<file path="src/rtl/mul_div_unit_pkg.sv">
// mul_div_unit_pkg: shared constants for the MUL AB / DIV AB execution unit.
// Provides the SFR op encodings and FSM state encodings, both as text macros
// for legacy users and as typed package items for SystemVerilog users.
// Optional feature macro (used by mul_div_unit): MULDIV_EARLY_EXIT_EN.

`ifndef MUL_DIV_UNIT_DEFINES
`define MUL_DIV_UNIT_DEFINES
`define SFR_OP_LEN      3
`define OP_NONE         3'd0
`define OP_ACC_WR_BYTE  3'd1
`define OP_B_WR_BYTE    3'd2
`define MD_IDLE         2'd0
`define MD_MUL          2'd1
`define MD_DIV          2'd2
`define MD_DONE         2'd3
`define MD_MODE_MUL     1'b0
`define MD_MODE_DIV     1'b1
`endif

package mul_div_unit_pkg;

    localparam int MD_DATA_W  = 8;
    localparam int MD_ITER    = 8;
    localparam int SFR_OP_LEN = `SFR_OP_LEN;

    typedef logic [SFR_OP_LEN-1:0] sfr_op_t;

    localparam sfr_op_t OP_NONE        = `OP_NONE;
    localparam sfr_op_t OP_ACC_WR_BYTE = `OP_ACC_WR_BYTE;
    localparam sfr_op_t OP_B_WR_BYTE   = `OP_B_WR_BYTE;

    localparam logic MODE_MUL = `MD_MODE_MUL;
    localparam logic MODE_DIV = `MD_MODE_DIV;

    typedef enum logic [1:0] {
        ST_IDLE = `MD_IDLE,
        ST_MUL  = `MD_MUL,
        ST_DIV  = `MD_DIV,
        ST_DONE = `MD_DONE
    } md_state_e;

    // A MUL result overflows the accumulator when any high-byte bit is set.
    function automatic logic mulOverflow(input logic [2*MD_DATA_W-1:0] product);
        return |product[2*MD_DATA_W-1:MD_DATA_W];
    endfunction

endpackage

</file>
<file path="src/rtl/mul_div_unit_if.sv">
// mul_div_unit_if: operand/result bundle between the core and the MUL/DIV unit.
// The core side (master) drives start/mode/operands and consumes the byte-write
// ops and PSW flags; the unit side (slave) does the reverse.

interface mul_div_unit_if;
    import mul_div_unit_pkg::*;

    logic                 i_start;
    logic                 i_mode;
    logic [MD_DATA_W-1:0] i_a;
    logic [MD_DATA_W-1:0] i_b;
    logic                 o_busy;
    logic                 o_done;
    logic [MD_DATA_W-1:0] o_acc_byte;
    sfr_op_t              o_acc_op;
    logic [MD_DATA_W-1:0] o_b_byte;
    sfr_op_t              o_b_op;
    logic                 o_ov;
    logic                 o_cy;

    modport master (
        output i_start, i_mode, i_a, i_b,
        input  o_busy, o_done, o_acc_byte, o_acc_op, o_b_byte, o_b_op, o_ov, o_cy
    );

    modport slave (
        input  i_start, i_mode, i_a, i_b,
        output o_busy, o_done, o_acc_byte, o_acc_op, o_b_byte, o_b_op, o_ov, o_cy
    );

endinterface

</file>
<file path="src/rtl/mul_div_unit.sv">
// mul_div_unit: iterative 8-bit MUL AB / DIV AB unit feeding ACC, B and PSW.
// MUL is LSB-first shift-add into a 16-bit product; DIV is restoring division
// with a 9-bit partial remainder. Results leave as one-cycle byte-write ops.
// Optional feature macro: MULDIV_EARLY_EXIT_EN -- when defined, MUL finishes as
// soon as the remaining multiplier bits are all zero (results are unchanged).

module mul_div_unit
    import mul_div_unit_pkg::*;
#(
    parameter int DATA_W = MD_DATA_W,
    parameter int ITER   = MD_ITER
) (
    input  logic           i_clk,
    input  logic           i_rst,
    mul_div_unit_if.slave  bus
);

    localparam int CNT_W = $clog2(ITER + 1);

    md_state_e               r_state;
    logic [DATA_W-1:0]       r_divisor;
    logic [2*DATA_W-1:0]     r_prod;
    logic [2*DATA_W-1:0]     r_mcand;
    logic [DATA_W-1:0]       r_lo;
    logic [DATA_W:0]         r_rem;
    logic [CNT_W-1:0]        r_count;

    logic [DATA_W:0]         w_shift;
    logic                    w_fits;
    logic [DATA_W:0]         w_diff;
    logic [2*DATA_W-1:0]     w_addend;
    logic                    w_iterDone;
    logic                    w_mulFinish;

    // r_lo is the multiplier during MUL and the dividend/quotient during DIV.
    assign w_shift    = {r_rem[DATA_W-1:0], r_lo[DATA_W-1]};
    assign w_fits     = (w_shift >= {1'b0, r_divisor});
    assign w_diff     = w_shift - {1'b0, r_divisor};
    assign w_addend   = r_lo[0] ? r_mcand : '0;
    assign w_iterDone = (r_count == CNT_W'(ITER));

`ifdef MULDIV_EARLY_EXIT_EN
    assign w_mulFinish = w_iterDone || (r_lo == '0);
`else
    assign w_mulFinish = w_iterDone;
`endif

    // Control FSM plus datapath; every output is a register updated here.
    always_ff @(posedge i_clk) begin
        if (i_rst) begin
            r_state        <= ST_IDLE;
            r_divisor      <= '0;
            r_prod         <= '0;
            r_mcand        <= '0;
            r_lo           <= '0;
            r_rem          <= '0;
            r_count        <= '0;
            bus.o_busy     <= 1'b0;
            bus.o_done     <= 1'b0;
            bus.o_acc_byte <= '0;
            bus.o_acc_op   <= OP_NONE;
            bus.o_b_byte   <= '0;
            bus.o_b_op     <= OP_NONE;
            bus.o_ov       <= 1'b0;
            bus.o_cy       <= 1'b0;
        end else begin
            bus.o_done   <= 1'b0;
            bus.o_acc_op <= OP_NONE;
            bus.o_b_op   <= OP_NONE;
            case (r_state)
                ST_IDLE: begin
                    if (bus.i_start) begin
                        r_divisor  <= bus.i_b;
                        r_mcand    <= {{DATA_W{1'b0}}, bus.i_a};
                        r_lo       <= (bus.i_mode == MODE_DIV) ? bus.i_a : bus.i_b;
                        r_prod     <= '0;
                        r_rem      <= '0;
                        r_count    <= '0;
                        bus.o_busy <= 1'b1;
                        r_state    <= (bus.i_mode == MODE_DIV) ? ST_DIV : ST_MUL;
                    end
                end
                ST_MUL: begin
                    if (w_mulFinish) begin
                        bus.o_acc_byte <= r_prod[DATA_W-1:0];
                        bus.o_b_byte   <= r_prod[2*DATA_W-1:DATA_W];
                        bus.o_acc_op   <= OP_ACC_WR_BYTE;
                        bus.o_b_op     <= OP_B_WR_BYTE;
                        bus.o_ov       <= mulOverflow(r_prod);
                        bus.o_cy       <= 1'b0;
                        bus.o_done     <= 1'b1;
                        r_state        <= ST_DONE;
                    end else begin
                        r_prod  <= r_prod + w_addend;
                        r_mcand <= r_mcand << 1;
                        r_lo    <= r_lo >> 1;
                        r_count <= r_count + CNT_W'(1);
                    end
                end
                ST_DIV: begin
                    if (r_divisor == '0) begin
                        bus.o_ov   <= 1'b1;
                        bus.o_cy   <= 1'b0;
                        bus.o_done <= 1'b1;
                        r_state    <= ST_DONE;
                    end else if (w_iterDone) begin
                        bus.o_acc_byte <= r_lo;
                        bus.o_b_byte   <= r_rem[DATA_W-1:0];
                        bus.o_acc_op   <= OP_ACC_WR_BYTE;
                        bus.o_b_op     <= OP_B_WR_BYTE;
                        bus.o_ov       <= 1'b0;
                        bus.o_cy       <= 1'b0;
                        bus.o_done     <= 1'b1;
                        r_state        <= ST_DONE;
                    end else begin
                        r_rem   <= w_fits ? w_diff : w_shift;
                        r_lo    <= {r_lo[DATA_W-2:0], w_fits};
                        r_count <= r_count + CNT_W'(1);
                    end
                end
                ST_DONE: begin
                    bus.o_busy <= 1'b0;
                    r_state    <= ST_IDLE;
                end
                default: begin
                    bus.o_busy <= 1'b0;
                    r_state    <= ST_IDLE;
                end
            endcase
        end
    end

endmodule

</file>
<file path="src/flat_wrapper.sv">
// flat-port wrapper written by rule: the top's interface ports become plain ports
module mul_div_unit_flat import mul_div_unit_pkg::*;
#(
    parameter int DATA_W = MD_DATA_W,
    parameter int ITER   = MD_ITER
)
  (i_clk, i_rst, bus_i_start, bus_i_mode, bus_i_a, bus_i_b, bus_o_busy, bus_o_done, bus_o_acc_byte, bus_o_acc_op, bus_o_b_byte, bus_o_b_op, bus_o_ov, bus_o_cy);
  mul_div_unit_if bus_i ();
  input  logic i_clk;
  input  logic i_rst;
  input wire logic [$bits(bus_i.i_start)-1:0] bus_i_start;
  input wire logic [$bits(bus_i.i_mode)-1:0] bus_i_mode;
  input wire logic [$bits(bus_i.i_a)-1:0] bus_i_a;
  input wire logic [$bits(bus_i.i_b)-1:0] bus_i_b;
  output wire logic [$bits(bus_i.o_busy)-1:0] bus_o_busy;
  output wire logic [$bits(bus_i.o_done)-1:0] bus_o_done;
  output wire logic [$bits(bus_i.o_acc_byte)-1:0] bus_o_acc_byte;
  output wire logic [$bits(bus_i.o_acc_op)-1:0] bus_o_acc_op;
  output wire logic [$bits(bus_i.o_b_byte)-1:0] bus_o_b_byte;
  output wire logic [$bits(bus_i.o_b_op)-1:0] bus_o_b_op;
  output wire logic [$bits(bus_i.o_ov)-1:0] bus_o_ov;
  output wire logic [$bits(bus_i.o_cy)-1:0] bus_o_cy;
  assign bus_i.i_start = bus_i_start;
  assign bus_i.i_mode = bus_i_mode;
  assign bus_i.i_a = bus_i_a;
  assign bus_i.i_b = bus_i_b;
  assign bus_o_busy = bus_i.o_busy;
  assign bus_o_done = bus_i.o_done;
  assign bus_o_acc_byte = bus_i.o_acc_byte;
  assign bus_o_acc_op = bus_i.o_acc_op;
  assign bus_o_b_byte = bus_i.o_b_byte;
  assign bus_o_b_op = bus_i.o_b_op;
  assign bus_o_ov = bus_i.o_ov;
  assign bus_o_cy = bus_i.o_cy;
  mul_div_unit #(.DATA_W(DATA_W), .ITER(ITER)) u_core (.i_clk(i_clk), .i_rst(i_rst), .bus(bus_i));
endmodule
</file>
<file path="config.mk">
export PLATFORM = sky130hd
export DESIGN_NAME = mul_div_unit_flat
export DESIGN_NICKNAME = d
export VERILOG_FILES = /design/src/rtl/mul_div_unit_pkg.sv /design/src/rtl/mul_div_unit_if.sv /design/src/rtl/mul_div_unit.sv /design/src/flat_wrapper.sv
export SDC_FILE = /design/constraint.sdc
export NUM_CORES = 1
export LEC_CHECK = 0
export BUFFER_PORTS_ARGS = -buffer_cell sky130_fd_sc_hd__clkbuf_2
export CORE_ASPECT_RATIO = 0.9
export CORE_MARGIN = 5
export CORE_UTILIZATION = 40
export CTS_CLUSTER_SIZE = 20
export DETAILED_ROUTE_END_ITERATION = 10
export HOLD_SLACK_MARGIN = 0.15
export PLACE_DENSITY = 0.65
export SYNTH_ARGS = -nofsm -noshare
export SYNTH_HDL_FRONTEND = slang
export SYNTH_SLANG_ARGS = --single-unit
</file>
<file path="constraint.sdc">
create_clock -name i_clk -period 2.7 [get_ports i_clk]
set_input_delay 0.81 -clock i_clk [delete_from_list [all_inputs] [get_ports i_clk]]
set_output_delay 0.81 -clock i_clk [all_outputs]
set_load 0.005 [all_outputs]
</file>
# After elaboration in Yosys (flattened, before gate mapping)
# Cells that the tools add are included.
[totals]
ff_bits = 88
inputBits = 20
out_inout_bits = 26
word_cells = 99
[classes]
addsub = 3
magnitude_cmp = 1
n_eq_ne = 11
n_mux = 53
reduce_logical = 16
[op_table]
columns = ["operator", "n"]
rows = [
  ["8-bit 2-to-1 mux", 15],
  ["16-bit 2-to-1 mux", 5],
  ["16-bit case mux with 2 select lines", 2],
  ["8-bit case mux with 2 select lines", 3],
  ["8-bit case mux with 3 select lines", 1],
  ["16-bit adder", 1],
  ["2-bit 2-to-1 mux", 6],
  ["4-bit 2-to-1 mux", 3],
  ["3-bit case mux with 2 select lines", 2],
  ["4-bit case mux with 3 select lines", 1],
  ["1-bit 2-to-1 mux", 10],
  ["9-bit by 8-bit >= comparator with 1-bit output", 1],
  ["3-bit AND reduction", 3],
  ["8-bit logical NOT", 1],
  ["2-bit != test (second input constant)", 4],
  ["1-bit case mux with 2 select lines", 4],
  ["2-bit case mux with 4 select lines", 1],
  ["4-bit AND reduction", 2],
  ["2-bit nonzero test", 4],
  ["8-bit OR reduction", 1],
  ["8-bit subtractor", 1],
  ["5-bit AND reduction", 1],
  ["4-bit by 1-bit adder with 4-bit output (second input constant)", 1],
  ["2-bit == test (second input constant)", 2],
  ["7 further kinds", 9],
]

# Longest topological paths before layout
[depth]
word_depth = 5
ltp_mapped = 13
mapped_depth_nobuf = 11

# Worst setup path after synthesis
# OpenSTA, ideal clock, no wires.
[synth_timing]
path_kind = "register to register"
start = "register u_core.r_lo[0]"
end = "register u_core.r_prod[8]"
setup_ns = 0.117
arrival_ns = 2.516
required_ns = 2.583
setup_slack_ns = 0.066
path_stages_with_launch = 13
path_buffers = 2
period_less_slack_ns = 2.634
path_cell_list = "dfxtp_1 -> clkbuf_1 -> clkbuf_1 -> and2_1 -> ha_1 -> inv_1 -> fa_1 -> nor2b_4 -> o31a_1 -> o31a_1 -> o21a_1 -> or3_1 -> a32o_1"
[synth_via]
elab_chain_cells = 4
[synth_rtl]
columns = ["element", "line", "rtl"]
rows = [
  ["from (decl)", "mul_div_unit.sv:24", "logic [DATA_W-1:0] r_lo;"],
  ["from (signal assigned)", "mul_div_unit.sv:75", "r_lo <= (bus.i_mode == MODE_DIV) ? bus.i_a : bus.i_b;"],
  ["from (signal assigned)", "mul_div_unit.sv:96", "r_lo <= r_lo >> 1;"],
  ["from (signal assigned)", "mul_div_unit.sv:117", "r_lo <= {r_lo[DATA_W-2:0], w_fits};"],
  ["16-bit 2-to-1 mux", "mul_div_unit.sv:39", "assign w_addend = r_lo[0] ? r_mcand : '0;"],
  ["16-bit adder", "mul_div_unit.sv:94", "r_prod <= r_prod + w_addend;"],
  ["16-bit 2-to-1 mux", "mul_div_unit.sv:84", "if (w_mulFinish) begin"],
  ["16-bit case mux with 2 select lines", "mul_div_unit.sv:70", "case (r_state)"],
  ["to (signal assigned)", "mul_div_unit.sv:94", ""],
  ["to (decl)", "mul_div_unit.sv:22", "logic [2*DATA_W-1:0] r_prod;"],
]
# No other way between the ends. The select of a mux whose other input is x is not followed.
# A chain may end at the register's enable or synchronous reset.

# Final worst setup path
[layout_timing]
start = "register u_core.r_divisor[3]"
end = "register u_core.r_lo[0]"
[layout_via]
elab_chain_cells = 4
word_cells_on_any_way = 7
classes_between = "order compare: 1; eq/ne: 1; mux: 3; reduce/logical: 2"
[layout_rtl]
columns = ["element", "line", "rtl"]
rows = [
  ["from (decl)", "mul_div_unit.sv:21", "logic [DATA_W-1:0] r_divisor;"],
  ["from (signal assigned)", "mul_div_unit.sv:73", "r_divisor <= bus.i_b;"],
  ["9-bit by 8-bit >= comparator with 1-bit output", "mul_div_unit.sv:37", "assign w_fits = (w_shift >= {1'b0, r_divisor});"],
  ["8-bit 2-to-1 mux", "mul_div_unit.sv:106", "end else if (w_iterDone) begin"],
  ["8-bit 2-to-1 mux", "mul_div_unit.sv:101", "if (r_divisor == '0) begin"],
  ["8-bit case mux with 3 select lines", "mul_div_unit.sv:70", ""],
]
# Several ways; a longest one is shown, not always the timed one. The select of a mux whose other input is x is not followed.

==> results.py <==
metrics = {
    "critical_path": {
        "crit_path_start_kind": "flip-flop",
        "rr_worst_depth": 9,
        "crit_path_end_kind": "flip-flop",
        "cp.required_ps": 2930,
        "r2r_start": "u_core.r_divisor[3]",
        "cp_max_fo": 5,
        "cp.arrival_ps": 2770,
        "rr_endpoint": "u_core.r_lo[0]",
        "r2r_slack_ps": 170,
        "startpoint": "u_core.r_divisor[3]",
        "path_class": "flip-flop to flip-flop",
    },
    "sta": {
        "layout_setup_ws_ps": 166,
        "tns_ps": 0,
        "holdWs_ps": 449,
        "setup_viol_count_final": 0,
        "slew_viol_final": 0,
        "rsz0062_at_grt": "false",
        "slew_headroom": 0.557,
        "post-route-period-util": 0.938,
        "fmax_ghz": 0.395,
        "layout_min_cycle_time_ps": 2530,
        "tightestPinTransition_ps": 662,
        "hold_viol_final": 0,
        "skew_ps": 8.27,
    },
    "clock_network": {
        "clkSinkCount": 83,
        "cts_hold_buf": 0,
        "cts_max_level": 3,
        "path_clk_slew_ps": 60,
        "clock_path_buffers": 2,
        "cts_resized": 0,
        "numCtsBuffers": 9,
        "insertion_delay_ps": 340,
        "root_buffer": "clkbuf_16",
        "cts_tree": "built",
        "post_cts_buffers": 0,
    },
    "logic_synthesis": {
        "ys.flop_type": "dfxtp_1",
        "synth.avg_cell_area_sq_um": 8.40,
        "synth_top_area_cell": "dfxtp_1",
        "synth_commonest_cells": "dfxtp_1, nand2_1, nor2_1, a21oi_1, mux2i_1",
        "ys_seq_elements": 83,
        "yosysTopAreaCellShare": 0.328,
        "synth_most_common_cell": "dfxtp_1",
        "ys_async_sr_fraction": 0,
        "yosysWarnings": 0,
        "synth-seq-area-share": 0.328,
        "synth_area_sq_um": 5060,
        "synthTopCellsByArea": "dfxtp_1, mux2i_1, ha_1",
        "yosysUniqueCellTypes": 65,
        "synth_cells": 603,
        "synth_edf_count": 0,
    },
    "layout": {
        "final_nets": 685,
        "fin_util": 0.454,
        "synthToLayoutAreaGrowth_pct": 12.4,
        "drive_gt1_frac": 0.155,
        "fin_area_sq_um": 5690,
        "diodes": 0,
        "fin_cells": 803,
        "fillers": 1206,
    },
    "route": {
        "detail_route.wl_per_cell_um": 16.3,
        "firstDrtPassIters": 5,
        "via_per_inst": 5.48,
        "drtIter0Drc": 360,
        "postRouteAntennaNets": 0,
        "wl_um": 13100,
        "vias": 4403,
        "route.detailed.drc": 0,
    },
    "hold_path": {
        "hold_end": "u_core.bus.o_cy",
        "hold_path_class": "flip-flop to flip-flop",
        "min_from": "u_core.bus.o_cy",
        "hold_depth": 2,
    },
    "place": {
        "pre_cts_slack_ps": 43.0,
        "dp_hpwl_um": 9750,
        "portBuffers": 41,
        "routabilityCongestion": 0.898,
        "place_inst": 787,
        "placed_area_sq_um": 5390,
    },
    "pwr": {
        "power_mw": 5.77,
        "p_leak_nw": 2.28,
        "power.density_nw_per_um2": 1010,
        "ir_worst_vdd_mv": 0.414,
    },
    "floorplan": {
        "die_area_sq_um": 15000,
        "die_w_um": 129,
        "fp.dieH_um": 117,
        "io_pins": 46,
        "start_util": 0.404,
        "core-area_sq_um": 12500,
        "rows": 39,
    },
    "global_routing": {
        "grt_pass1_wl_um": 21500,
        "grt_pass1_vias": 4226,
        "antenna_found_initial": 0,
        "grt_use_total": 0.179,
        "grt-ovfl-total": 0,
        "grt_max_degree": 38,
    },
    "job": {
        "drv_cap": 0,
    },
    "outcome": {
        "status": "finished clean",
    },
}
-- sequential cells by signal, summed over array words and instances, names as in the netlist --
name and count:
u_core.bus.o_acc_byte 8, u_core.bus.o_acc_op 1, u_core.bus.o_b_byte 8, u_core.bus.o_busy 1, u_core.bus.o_cy 1, u_core.bus.o_done 1
u_core.bus.o_ov 1, u_core.r_count 4, u_core.r_divisor 8, u_core.r_lo 8, u_core.r_mcand 16, u_core.r_prod 16
u_core.r_rem 8, u_core.r_state 2
-- metal layers --
layer | vias up | track usage | wire length, um
met5 | - | 0 | 0
met4 | 0 | 0.0616 | 265
met3 | 22 | 0.0357 | 699
met2 | 114 | 0.285 | 5850
met1 | 2066 | 0.244 | 6260
li1 | 2201 | - | -
-- worst max path at each step --
stage	end	slack (ps)	cells after the start
3_5_place_dp	u_core.r_prod[14]	40	11
6_report	u_core.r_lo[0]	170	9
2_1_floorplan	u_core.r_prod[8]	70	12
3_3_place_gp	u_core.r_prod[14]	160	11
5_1_grt	u_core.r_prod[8]	20	10
4_1_cts	u_core.r_prod[14]	10	11
-- report_power, final --
part	leakage, nW	internal [mW]	total (mW)	switching (mW)
Clock	0.139	0.741	1.25	0.506
Combinational	1.47	1.10	2.83	1.73
Sequential	0.677	1.47	1.69	0.220
Total	2.28	3.31	5.77	2.46
-- cell type report --
type                    instances  area [sq um]  share of cell area
inverters                      21          78.8              0.0139
multi-input cells             465          3140               0.552
flip-flops and latches         83          1660               0.292
repair buffers                 54           303              0.0532
clock buffers                  12           246              0.0433
well taps                     164           205              0.0361
clock inverters                 4          50.0             0.00880
-- logic make-up after synthesis --
kind of cell | Yosys count | synth area share
AO/OA/AOI/OAI | 172 | 0.241
XOR/XNOR | 13 | 0.0225
adder cells (fa/ha/maj) | 31 | 0.0796
buffers and inverters | 58 | 0.0536
flip-flops | 83 | 0.328
multiplexers | 41 | 0.0811
other | 1 | 0.000741
AND/OR/NAND/NOR | 204 | 0.193
-- critical path, cell delays in order (launching register included) --
cell and delay, ps:
dfxtp_1 360, inv_1 50, ha_1 340, a21o_1 200, a21oi_1 170, o21ai_1 100
a21o_1 180, a2111oi_0 590, o211ai_1 190, a31o_1 230
-- cell usage in the layout, fill, tap and decap left out, drive strengths merged, types with 4 or more instances in the layout --
cell,netlist,routed
dfxtp,83,83
nor2,66,66
nand2,64,64
a21oi,57,57
clkbuf,17,53
mux2i,41,41
a211oi,34,34
ha,29,29
o21ai,29,29
inv,21,21
nand3,19,19
and2,16,16
buf,20,13
nor2b,11,11
xnor2,9,9
a22oi,8,8
a21o,8,8
a22o,8,8
nand2b,6,6
o21a,5,5
xor2,4,4
nor3,4,4
conb,1,4
o31ai,4,4
(Power assumes the default switching activity.)
